## config.mk

```make
export PLATFORM = sky130hd
export DESIGN_NAME = uart_tx_frame_serializer
export DESIGN_NICKNAME = d
export VERILOG_FILES = /design/src/rtl/uart_tx_pkg.sv /design/src/rtl/uart_parity_calc.sv /design/src/rtl/uart_tx_frame_serializer.sv
export SDC_FILE = /design/constraint.sdc
export NUM_CORES = 1
export LEC_CHECK = 0
export BUFFER_PORTS_ARGS = -buffer_cell sky130_fd_sc_hd__buf_2
export CAP_MARGIN = 30
export CORE_ASPECT_RATIO = 0.75
export CORE_MARGIN = 5
export CORE_UTILIZATION = 45
export CTS_CLUSTER_SIZE = 25
export DETAILED_ROUTE_END_ITERATION = 16
export PLACE_DENSITY = 0.66
export SKIP_CTS_REPAIR_TIMING = 1
export SLEW_MARGIN = 20
export SYNTH_ARGS = -nofsm -noshare
export SYNTH_HDL_FRONTEND = slang
export SYNTH_SLANG_ARGS = --single-unit
```

## constraint.sdc

```tcl
create_clock -name CLK -period 3.25 [get_ports CLK]
set_input_delay 0.1625 -clock CLK [delete_from_list [all_inputs] [get_ports CLK]]
set_output_delay 0.1625 -clock CLK [all_outputs]
set_load 0.005 [all_outputs]
```

## src/rtl/uart_tx_pkg.sv

```systemverilog
// Shared UART TX types: FSM state encoding, line levels and the per-frame format
// record that is also used by the UART config register block.
package uart_tx_pkg;

    // Wide enough for DW_MAX up to 16.
    localparam int CFG_LEN_W = 5;

    localparam logic START_BIT = 1'b0;
    localparam logic STOP_BIT  = 1'b1;

    typedef enum logic [2:0] {
        IDLE,
        START,
        DATA,
        PARITY,
        STOP
    } tx_state_e;

    typedef struct packed {
        logic [CFG_LEN_W-1:0] len;
        logic                 par_en;
        logic                 par_odd;
        logic                 stop2;
        logic                 msb_first;
    } frame_cfg_t;

endpackage

```

## src/rtl/uart_parity_calc.sv

```systemverilog
// Combinational parity over the low i_len bits of a word; bits at i_len and above
// are masked off. Shared between the TX engine and the RX checker.
module uart_parity_calc #(
    parameter int DW_MAX = 8,
    parameter int LEN_W  = $clog2(DW_MAX + 1)
) (
    input  logic [DW_MAX-1:0] i_data,
    input  logic [LEN_W-1:0]  i_len,
    input  logic              i_odd,
    output logic              o_parity
);

    logic [DW_MAX-1:0] w_mask;

    always_comb begin
        w_mask = '0;
        for (int i = 0; i < DW_MAX; i++) begin
            w_mask[i] = (LEN_W'(i) < i_len);
        end
    end

    assign o_parity = (^(i_data & w_mask)) ^ i_odd;

endmodule

```

## src/rtl/uart_tx_frame_serializer.sv

```systemverilog
// UART transmit engine: one-entry holding buffer feeding a frame FSM that emits
// start, data, optional parity and one or two stop bits on BAUD_EN ticks.
//
// state  | meaning
// IDLE   | line high, waiting for a buffered frame
// START  | driving the start bit
// DATA   | driving data bit r_bit_cnt (order set by msb_first)
// PARITY | driving the parity bit
// STOP   | driving stop bit(s); may launch the next buffered frame directly
module uart_tx_frame_serializer
    import uart_tx_pkg::*;
#(
    parameter int DW_MAX = 8,
    parameter int LEN_W  = $clog2(DW_MAX + 1)
) (
    input  logic              CLK,
    input  logic              RST,
    input  logic              BAUD_EN,
    input  logic [DW_MAX-1:0] P_DATA,
    input  logic              DATA_VALID,
    output logic              DATA_READY,
    input  logic [LEN_W-1:0]  CFG_LEN,
    input  logic              CFG_PAR_EN,
    input  logic              CFG_PAR_ODD,
    input  logic              CFG_STOP2,
    input  logic              CFG_MSB_FIRST,
    output logic              TX_OUT,
    output logic              BUSY,
    output logic              FRAME_DONE
);

    tx_state_e         r_state, w_state_nxt;
    logic [DW_MAX-1:0] r_buf_data, r_data;
    frame_cfg_t        r_buf_cfg, r_cfg;
    logic              r_buf_full;
    logic [LEN_W-1:0]  r_bit_cnt, w_bit_cnt_nxt;
    logic              r_stop_cnt, w_stop_cnt_nxt;
    logic              r_tx, w_tx_nxt;
    logic              r_frame_done;
    logic              w_launch, w_done, w_accept, w_parity, w_data_bit;
    logic [LEN_W-1:0]  w_cfg_len, w_len, w_last, w_bit_idx;

    // Out-of-range lengths are normalised once at capture time.
    assign w_cfg_len = (CFG_LEN == '0 || CFG_LEN > LEN_W'(DW_MAX)) ? LEN_W'(DW_MAX) : CFG_LEN;
    assign w_len     = LEN_W'(r_cfg.len);
    assign w_last    = w_len - LEN_W'(1);
    assign w_accept  = DATA_VALID && !r_buf_full;

    uart_parity_calc #(
        .DW_MAX (DW_MAX),
        .LEN_W  (LEN_W)
    ) u_parity (
        .i_data   (r_data),
        .i_len    (w_len),
        .i_odd    (r_cfg.par_odd),
        .o_parity (w_parity)
    );

    always_comb begin
        w_state_nxt    = r_state;
        w_bit_cnt_nxt  = r_bit_cnt;
        w_stop_cnt_nxt = r_stop_cnt;
        w_launch       = 1'b0;
        w_done         = 1'b0;
        case (r_state)
            IDLE: begin
                if (r_buf_full) begin
                    w_state_nxt = START;
                    w_launch    = 1'b1;
                end
            end
            START: begin
                w_state_nxt   = DATA;
                w_bit_cnt_nxt = '0;
            end
            DATA: begin
                if (r_bit_cnt == w_last) begin
                    if (r_cfg.par_en) begin
                        w_state_nxt = PARITY;
                    end else begin
                        w_state_nxt    = STOP;
                        w_stop_cnt_nxt = 1'b0;
                    end
                end else begin
                    w_bit_cnt_nxt = r_bit_cnt + LEN_W'(1);
                end
            end
            PARITY: begin
                w_state_nxt    = STOP;
                w_stop_cnt_nxt = 1'b0;
            end
            STOP: begin
                if (r_cfg.stop2 && !r_stop_cnt) begin
                    w_stop_cnt_nxt = 1'b1;
                end else begin
                    w_done = 1'b1;
                    if (r_buf_full) begin
                        w_state_nxt = START;
                        w_launch    = 1'b1;
                    end else begin
                        w_state_nxt = IDLE;
                    end
                end
            end
            default: w_state_nxt = IDLE;
        endcase
    end

    // The line level is computed for the state being entered so it registers on the same edge.
    assign w_bit_idx  = r_cfg.msb_first ? (w_last - w_bit_cnt_nxt) : w_bit_cnt_nxt;
    assign w_data_bit = |(r_data & (DW_MAX'(1) << w_bit_idx));

    always_comb begin
        w_tx_nxt = STOP_BIT;
        case (w_state_nxt)
            START:   w_tx_nxt = START_BIT;
            DATA:    w_tx_nxt = w_data_bit;
            PARITY:  w_tx_nxt = w_parity;
            default: w_tx_nxt = STOP_BIT;
        endcase
    end

    always_ff @(posedge CLK or negedge RST) begin
        if (!RST) begin
            r_state      <= IDLE;
            r_bit_cnt    <= '0;
            r_stop_cnt   <= 1'b0;
            r_tx         <= STOP_BIT;
            r_frame_done <= 1'b0;
            r_data       <= '0;
            r_cfg        <= '0;
        end else begin
            r_frame_done <= BAUD_EN && w_done;
            if (BAUD_EN) begin
                r_state    <= w_state_nxt;
                r_bit_cnt  <= w_bit_cnt_nxt;
                r_stop_cnt <= w_stop_cnt_nxt;
                r_tx       <= w_tx_nxt;
                if (w_launch) begin
                    r_data <= r_buf_data;
                    r_cfg  <= r_buf_cfg;
                end
            end
        end
    end

    always_ff @(posedge CLK or negedge RST) begin
        if (!RST) begin
            r_buf_full <= 1'b0;
            r_buf_data <= '0;
            r_buf_cfg  <= '0;
        end else if (w_accept) begin
            r_buf_full          <= 1'b1;
            r_buf_data          <= P_DATA;
            r_buf_cfg.len       <= CFG_LEN_W'(w_cfg_len);
            r_buf_cfg.par_en    <= CFG_PAR_EN;
            r_buf_cfg.par_odd   <= CFG_PAR_ODD;
            r_buf_cfg.stop2     <= CFG_STOP2;
            r_buf_cfg.msb_first <= CFG_MSB_FIRST;
        end else if (BAUD_EN && w_launch) begin
            r_buf_full <= 1'b0;
        end
    end

    assign TX_OUT     = r_tx;
    assign DATA_READY = !r_buf_full;
    assign BUSY       = (r_state != IDLE);
    assign FRAME_DONE = r_frame_done;

endmodule

```

; ---- Yosys cells after proc, flatten, opt, wreduce, memory -nomap -nowiden
; Index checks and enable logic that the tools add are counted.
[totals]
reg_bits = 43
[classes]
n_addsub = 3
magnitude_cmp = 9
eq_ne = 11
shift = 1
n_mux = 22
bitwise = 3
reduce_logical = 16
[ops]
columns = op, count
row1 = 8-bit AND, 2
row2 = "3-bit by 4-bit < comparator with 1-bit output, first input constant", 4
row3 = 3-bit one-hot mux with 5 select lines, 1
row4 = "3-bit by 2-bit == test with 1-bit output, second input constant", 4
row5 = 3-bit two-way mux, 4
row6 = 4-bit two-way mux, 3
row7 = 1-bit two-way mux, 10
row8 = "1-bit by 4-bit < comparator with 1-bit output, first input constant", 2
row9 = "2-bit by 4-bit < comparator with 1-bit output, first input constant", 2
row10 = 4-bit one-hot mux with 2 select lines, 1
row11 = 8-bit OR reduction, 1
row12 = 8-bit XOR reduction, 1
row13 = "1-bit by 4-bit << shifter with 8-bit output, first input constant", 1
row14 = "3-bit by 1-bit == test with 1-bit output, second input constant", 2
row15 = "2-bit != test, second input constant", 3
row16 = 1-bit one-hot mux with 3 select lines, 2
row17 = 3-bit nonzero test, 2
row18 = 5-bit AND reduction, 1
row19 = "4-bit by 1-bit adder with 4-bit output, second input constant", 1
row20 = 4-bit == test, 1
row21 = "4-bit greater-than comparator, second input constant", 1
row22 = 1-bit logical AND, 4
row23 = 4-bit logical NOT, 1
row24 = "4-bit by 1-bit subtractor with 4-bit output, second input constant", 1
row25 = other kinds (9), 10

; ---- Depth between registers and ports, before layout
; Gate-level depths: netlist of the first run.
[depth]
ltp_word = 10
depth_mapped = 15
mapped_depth_nobuf = 15

; ---- By module
; Synthesis of the first run repeated with hierarchy kept, for this count alone.
[unflattened]
cells_unflattened = 237
area_unflattened_um2 = 2494.9
[modules_own_cells]
columns = mod, instances, cells_each, area_each_um2
row1 = uart_tx_frame_serializer, 1, 215, 2336.0
row2 = uart_parity_calc, 1, 22, 158.9

; ---- Worst setup path after synthesis of the first run
; OpenSTA, ideal clock, no wires.
[synth_timing]
kind = reg2reg
startpoint = register r_cfg[4] (netlist name)
endpoint = register r_tx, in the netlist TX_OUT
arrival_ns = 3.413
t_required_ns = 3.164
setup_slack_ns = -0.249
stages_incl_launch_ff = 15
n_path_buf = 0
period_less_slack_ns = 3.499
path_cell_list = dfrtp_1 > inv_1 > ha_1 > xnor2_1 > or3_4 > o21ai_4 > mux2i_4 > inv_1 > fa_1 > xnor2_1 > nand2_1 > xor2_1 > nor3b_1 > nor3_1 > o31ai_2
[synth_via]
elab_chain_cells = 10
elab_cells_between_ends = 26
classes_between = add/sub: 2 / order compare: 8 / eq/ne: 4 / shift: 1 / mux: 6 / bitwise: 3 / reduce/logical: 2
[synth_lines]
columns = item, line_no
row1 = "start, declared", uart_tx_frame_serializer.sv:34  ; frame_cfg_t r_buf_cfg, r_cfg;
row2 = "start signal, assigned", uart_tx_frame_serializer.sv:141  ; r_cfg <= r_buf_cfg;
row3 = 4-bit by 1-bit subtractor with 4-bit output *, uart_tx_frame_serializer.sv:46  ; assign w_last = w_len - LEN_W'(1);
row4 = 4-bit == test *, uart_tx_frame_serializer.sv:77  ; if (r_bit_cnt == w_last) begin
row5 = 4-bit two-way mux *, uart_tx_frame_serializer.sv:77
row6 = 4-bit one-hot mux with 2 select lines *, uart_tx_frame_serializer.sv:65  ; case (r_state)
row7 = named net w_bit_cnt_nxt[1], uart_tx_frame_serializer.sv:36  ; logic [LEN_W-1:0] r_bit_cnt, w_bit_cnt_nxt;
row8 = 4-bit subtractor, uart_tx_frame_serializer.sv:110  ; assign w_bit_idx = r_cfg.msb_first ? (w_last - w_bit_cnt_nxt) : w_bit_cnt_nxt;
row9 = 4-bit two-way mux *, uart_tx_frame_serializer.sv:110
row10 = 1-bit by 4-bit << shifter with 8-bit output *, uart_tx_frame_serializer.sv:111  ; assign w_data_bit = |(r_data & (DW_MAX'(1) << w_bit_idx));
row11 = 8-bit AND *, uart_tx_frame_serializer.sv:111
row12 = 8-bit OR reduction *, uart_tx_frame_serializer.sv:111
row13 = 1-bit one-hot mux with 3 select lines *, uart_tx_frame_serializer.sv:115  ; case (w_state_nxt)
row14 = "end signal, assigned", uart_tx_frame_serializer.sv:138  ; r_tx <= w_tx_nxt;
row15 = "end, declared", uart_tx_frame_serializer.sv:38  ; logic r_tx, w_tx_nxt;
; The timed path passes the listed nets; every way through them passes the cells marked *.
; A chain may end at the register's enable or synchronous reset.

; ---- Worst setup path after layout of the first run
; Same ends and word-level chain as after synthesis.

==> out/summary.txt, run 1 <==
Run status: complete, no violations
I/O Buffers: 23
# DRC: 0
Placed Area: 2731 um2
Setup crit end kind: flop
Sink Count: 43
Unrepaired setup endpoints after global routing: yes
Drt total wl: 5028 um
Most frequent cells in the layout: dfrtp_1, mux2_2, nand2_1
Grt total ovfl: 0
Initial core utilization: 46.32%
Ys Warns: 0
Most common flop cell mapped by yosys: dfrtp_1
Fin crit share: 99.25%
Chip width: 95.48 um
Setup TNS: 0 ns
GR Util All Layers: 15.57%
Post-layout instance area: 2928 um2
Fill cells: 496
Final core occ: 54.99%
Sw Ratio: 41.48%
Layout area overhead: 18.72%
Worst EP arrival: 3.44 ns
TritonCTS Buffers: 5
Family with the most delay on the worst path: adder cells
Final Hold Fails: 0
Clock transition at path regs: 0.08 ns
Critical path class: flop to flop
Critical-path cell list: inv_2 > ha_4 > xor3_1 > or3_4 > o21ai_4 > mux2i_2 > ha_2 > fa_2 > nand2_2 > a32oi_1 > nor3b_2 > nor3_1 > o31ai_2
Worst slew pin tran: 0.7343 ns
Peak supply drop: 0.4817 mV
Largest net degree at the start of global routing: 44
Nets: 299
Routed wl met3: 223 um
Most common cell after layout, fill and taps aside: dfrtp_1
Io pins: 24
Initial antenna violation count: 0
Cells after Synth: 236
Avg Inst Size Synth: 10.45 um2
Die area: 7076 um2
CP bufs+invs: 1
Inserted Diodes: 0
WL met1: 2518 um
Total core area: 5324 um2
Top area cells in the synthesized netlist: dfrtp_1, mux2_2, xnor2_1
Pleak: 1.257 nW
First-pass GRT wire length: 8411 um
Psw: 0.001567 W
Critical Path Start Type: flop
Seq/Total Area, Yosys: 43.68%
Final ANT Viol Nets: 0
WL/cell: 14.49 um
RD Place Congestion: 0.8672
Clk pwr share: 11.6%
Int Pwr: 0.002210 W
Maxcap violations: 0
Hold Path Class: input port to flop
Row cnt: 23
Flops & latches, synth: 43
Die Y: 74.11 um
DRT Pass-1 Iters: 4
Pwr dens: 1290 nW/um2
Clk_lat worst skew: 0.29 ns
Final Hold Slack: 0.08167 ns
Slew Viols, Final: 0
Leading area contributor after synthesis: dfrtp_1
Hpwl dp: 3774 um
H-tree lvl count: 2
Synth top area share: 42.62%
Total Power: 0.003777 W
Slowest stage delay, CP: 0.45 ns
Critical path fanouts, max: 4
Req. time, crit path: 3.46 ns
Post-Syn Nets: 264
Comb pwr share: 60.9%
FF-to-FF setup slack: 0.02 ns
Metal2 WL: 2249 um
Post-synth EDFFs: 0
Maximum achievable frequency: 310.0 MHz
Starting DRT DRC Count: 138
Max stage delay cell, worst path: fa_2
Distinct cells, synth: 44
Final setup viols: 0
Asr flop ratio synth: 100.0%
Flop pwr share: 27.4%
Top Layer Used: met4
Max_slew headroom: 50.93%
Clock Skews: 0.003359 ns
Vias per cell: 5.242
Cell Area, Synth: 2466 um2
Tmin final: 3.226 ns
CTS max path bufs: 2
Root Driver: clkbuf_8
TritonCTS clock tree: done
Vias: 1819
Layout cells sized above 1: 36.03%
Vias in the first global route: 1721
[metrics by stage]
step,worst slack (ns),cells
floorplan,0.02662,236
global placement,0.09392,335
detailed placement,-0.05204,335
CTS,-0.06689,343
global route,-0.1355,347
finish,0.02429,347
[power by group through the flow]
stage	logic [W]	clock network, W	registers [W]
4_1_cts	0.00215	0.000452	0.00103
3_3_place_gp	0.00207	0	0.00103
6_report	0.00230	0.000440	0.00104
5_1_grt	0.00251	0.000479	0.00107
3_5_place_dp	0.00214	0	0.00104
2_1_floorplan	0.00169	0	0.000948
[worst register-to-register path, stage by stage (launching register included)]
cell and delay (ns):
dfrtp_2 0.41, inv_2 0.07, ha_4 0.15, xor3_1 0.29, or3_4 0.36, o21ai_4 0.23
mux2i_2 0.28, ha_2 0.24, fa_2 0.45, nand2_2 0.10, a32oi_1 0.13, nor3b_2 0.18
nor3_1 0.08, o31ai_2 0.19
[cell usage after synthesis (2+ instances only)]
library cell and n:
nand2_1 26, mux2i_1 4, o21ai_0 17, nor3_1 6
clkbuf_1 8, ha_1 7, a31oi_1 3, nand3b_1 3
a32oi_1 2, xor2_1 5, nor2b_1 3, xnor2_1 16
o211ai_1 3, dfrtp_1 42, nand2b_1 2, nor4_1 2
a21oi_1 5, nor2_1 12, nor3b_1 2, nand3_1 6
o21a_1 4, inv_1 11, mux2_2 26
[layer usage]
layer | vias up | global-route usage (%)
met5 | - | 0
met2 | 42 | 23.12
met3 | 4 | 4.247
li1 | 886 | -
met1 | 887 | 22.71
met4 | 0 | 3.785
[worst paths after layout]
path / startpoint / end / cells past startpoint
worst max-delay path: r_cfg[4] / TX_OUT / 13
worst min-delay path: DATA_VALID / r_buf_full / 2
worst max register to register: r_cfg[4] / TX_OUT / 13
worst min register to register: r_stop_cnt / r_stop_cnt / 2
max in group asynchronous: RST / r_cfg[4] / 2
min in group asynchronous: RST / r_buf_data[2] / 2
[layout make-up]
| type | instances | area (um2) | area share (%) |
|---|---|---|---|
| multi-input combinational | 171 | 1353 | 46.20 |
| sequential | 43 | 1079 | 36.84 |
| timing repair buffer | 39 | 240.2 | 8.205 |
| tap | 75 | 93.84 | 3.205 |
| clock buffer | 6 | 82.58 | 2.821 |
| inverter | 11 | 41.29 | 1.410 |
| clock inverter | 2 | 38.79 | 1.325 |
[flip-flops by register name (all words and copies together), names as in the netlist]
name	flops
r_buf_cfg	8
r_buf_data	8
r_cfg	8
r_data	8
r_bit_cnt	4
r_state	3
FRAME_DONE	1
TX_OUT	1
r_buf_full	1
r_stop_cnt	1
[cell families after synthesis]
kind of cell | Yosys count | synth area share, %
simple gates | 68 | 13.55
flops | 43 | 43.68
compound gates | 41 | 11.21
mux | 31 | 14.41
xor+xnor | 23 | 9.081
buf+inv | 22 | 3.703
fa+ha+maj | 8 | 4.363
Note: power is estimated with default switching activity, not from simulation.
==> run 2, diff against run 1 <==
Settings changed: REMOVE_ABC_BUFFERS set to 1.
==> run 2 against run 1 <==
Net effect:
- hold slack worse by 0.0028 ns
- flip-flop and latch count stayed put
- combinational power is 9.1% higher
- non-clock buffer count is 10 higher
- count of clock-buffer cells in the layout stayed put
- sequential share of layout area is 1.4 points lower
- critical path type unchanged
- design area is 3.9% higher
- largest power group unchanged
- wire length is 0.80% higher
- maximum frequency is 1.2% lower
- critical endpoint unchanged
- the flow now finishes with violations (setup timing)
- core utilization is 2.2 points higher
- via count is 0.22% higher
- clock power hardly changed
- highest routed layer unchanged
==> out/summary.txt, run 2 (same netlist as run 1, synthesis figures left out) <==
Worst EP arrival: 3.48 ns
Die area: 7076 um2
Row cnt: 23
Maximum achievable frequency: 306.2 MHz
Pleak: 1.310 nW
Vias in the first global route: 1733
Critical path fanouts, max: 4
Most common cell after layout, fill and taps aside: dfrtp_1
First-pass GRT wire length: 8273 um
Placed insts: 338
Slew Viols, Final: 0
Initial core utilization: 46.32%
Layout cells sized above 1: 40.07%
Vias: 1823
Hpwl dp: 3655 um
Worst slew pin tran: 0.7271 ns
Inserted Diodes: 0
Drt total wl: 5068 um
Largest net degree at the start of global routing: 44
Final worst slack: -0.01626 ns
GR Util All Layers: 15.08%
Tmin final: 3.266 ns
Grt total ovfl: 0
Layout area overhead: 23.39%
Maxcap violations: 0
Final setup viols: 1
WL/cell: 14.20 um
Max stage delay cell, worst path: or3_4
Violations in the final reports: setup timing
CTS max path bufs: 2
Die Y: 74.11 um
Most frequent cells in the layout: dfrtp_1, mux2_2, nand2_1
DRT Pass-1 Iters: 4
Family with the most delay on the worst path: simple AND/OR/NAND/NOR gates
# DRC: 0
Fin crit share: 100.5%
H-tree lvl count: 2
Clock transition at path regs: 0.09 ns
Root Driver: clkbuf_8
Final core occ: 57.16%
Pwr dens: 1305 nW/um2
Layout Cells excl Fill: 357
Clk_lat worst skew: 0.29 ns
Clock Skews: 0.005782 ns
Io pins: 24
Critical path class: flop to flop
Slowest stage delay, CP: 0.42 ns
Unrepaired setup endpoints after global routing: yes
TritonCTS clock tree: done
Total Power: 0.003971 W
Total core area: 5324 um2
Sink Count: 43
CP bufs+invs: 2
Starting DRT DRC Count: 70
Peak supply drop: 0.5839 mV
Run status: finished with violations
Initial antenna violation count: 0
Nets: 309
Setup TNS: -0.01626 ns
Final ANT Viol Nets: 0
Critical Path Start Type: flop
Chip width: 95.48 um
RD Place Congestion: 0.9110
Setup crit end kind: flop
Req. time, crit path: 3.47 ns
Hold Path Class: input port to flop
Final Hold Fails: 0
Max_slew headroom: 51.41%
Vias per cell: 5.106
Pre-CTS setup slack: -0.07281 ns
TritonCTS Buffers: 5
Critical-path cell list: inv_2 > ha_4 > xor3_1 > or3_4 > o21ai_4 > mux2i_4 > inv_2 > fa_2 > xnor2_1 > nand2_1 > xor2_2 > nor3_2 > nor3_2 > o31ai_2
I/O Buffers: 23
run 2: per-stage QoR:
step	hold WS [ns]	area [um2]
floorplan	-0.1331	2416
global placement	0.3649	2738
detailed placement	0.3568	2738
CTS	0.03461	2859
global route	0.06877	3043
finish	0.07887	3043
run 2: final cells by class:
cell class | count | area [um2]
Sequential cell | 43 | 1079
Clock inverter | 2 | 38.79
Inverter | 11 | 41.29
Tap cell | 75 | 93.84
Multi-Input combinational cell | 171 | 1379
Clock buffer | 6 | 82.58
Timing Repair Buffer | 49 | 329.1
Fill cell | 454 | 2281
run 2: routing by layer:
layer	share of wire (%)	track usage, %	vias up	wire length (um)
met5	0	0	-	0
li1	-	-	906	-
met4	1.0	5.678	0	53
met3	4.8	2.528	4	245
met1	49	22.26	873	2474
met2	45	22.34	40	2295
run 2: power breakdown:
part           switching (W)  internal [W]  leakage [nW]
registers           0.000217      0.000797         0.518
logic                0.00123       0.00128         0.731
clock network       0.000189      0.000253        0.0618
run 2: path summary, 6_finish.rpt:
| path | cells after the start | end | slack [ns] | startpoint |
|---|---|---|---|---|
| max in group asynchronous | 3 | TX_OUT | 2.48 | RST |
| setup reg to reg | 14 | TX_OUT | -0.02 | r_cfg[5] |
| min in group asynchronous | 2 | r_buf_cfg[3] | 0.26 | RST |
| hold / removal | 2 | r_buf_full | 0.08 | DATA_VALID |
| setup / recovery | 14 | TX_OUT | -0.02 | r_cfg[5] |
| hold reg to reg | 2 | r_stop_cnt | 0.51 | r_stop_cnt |
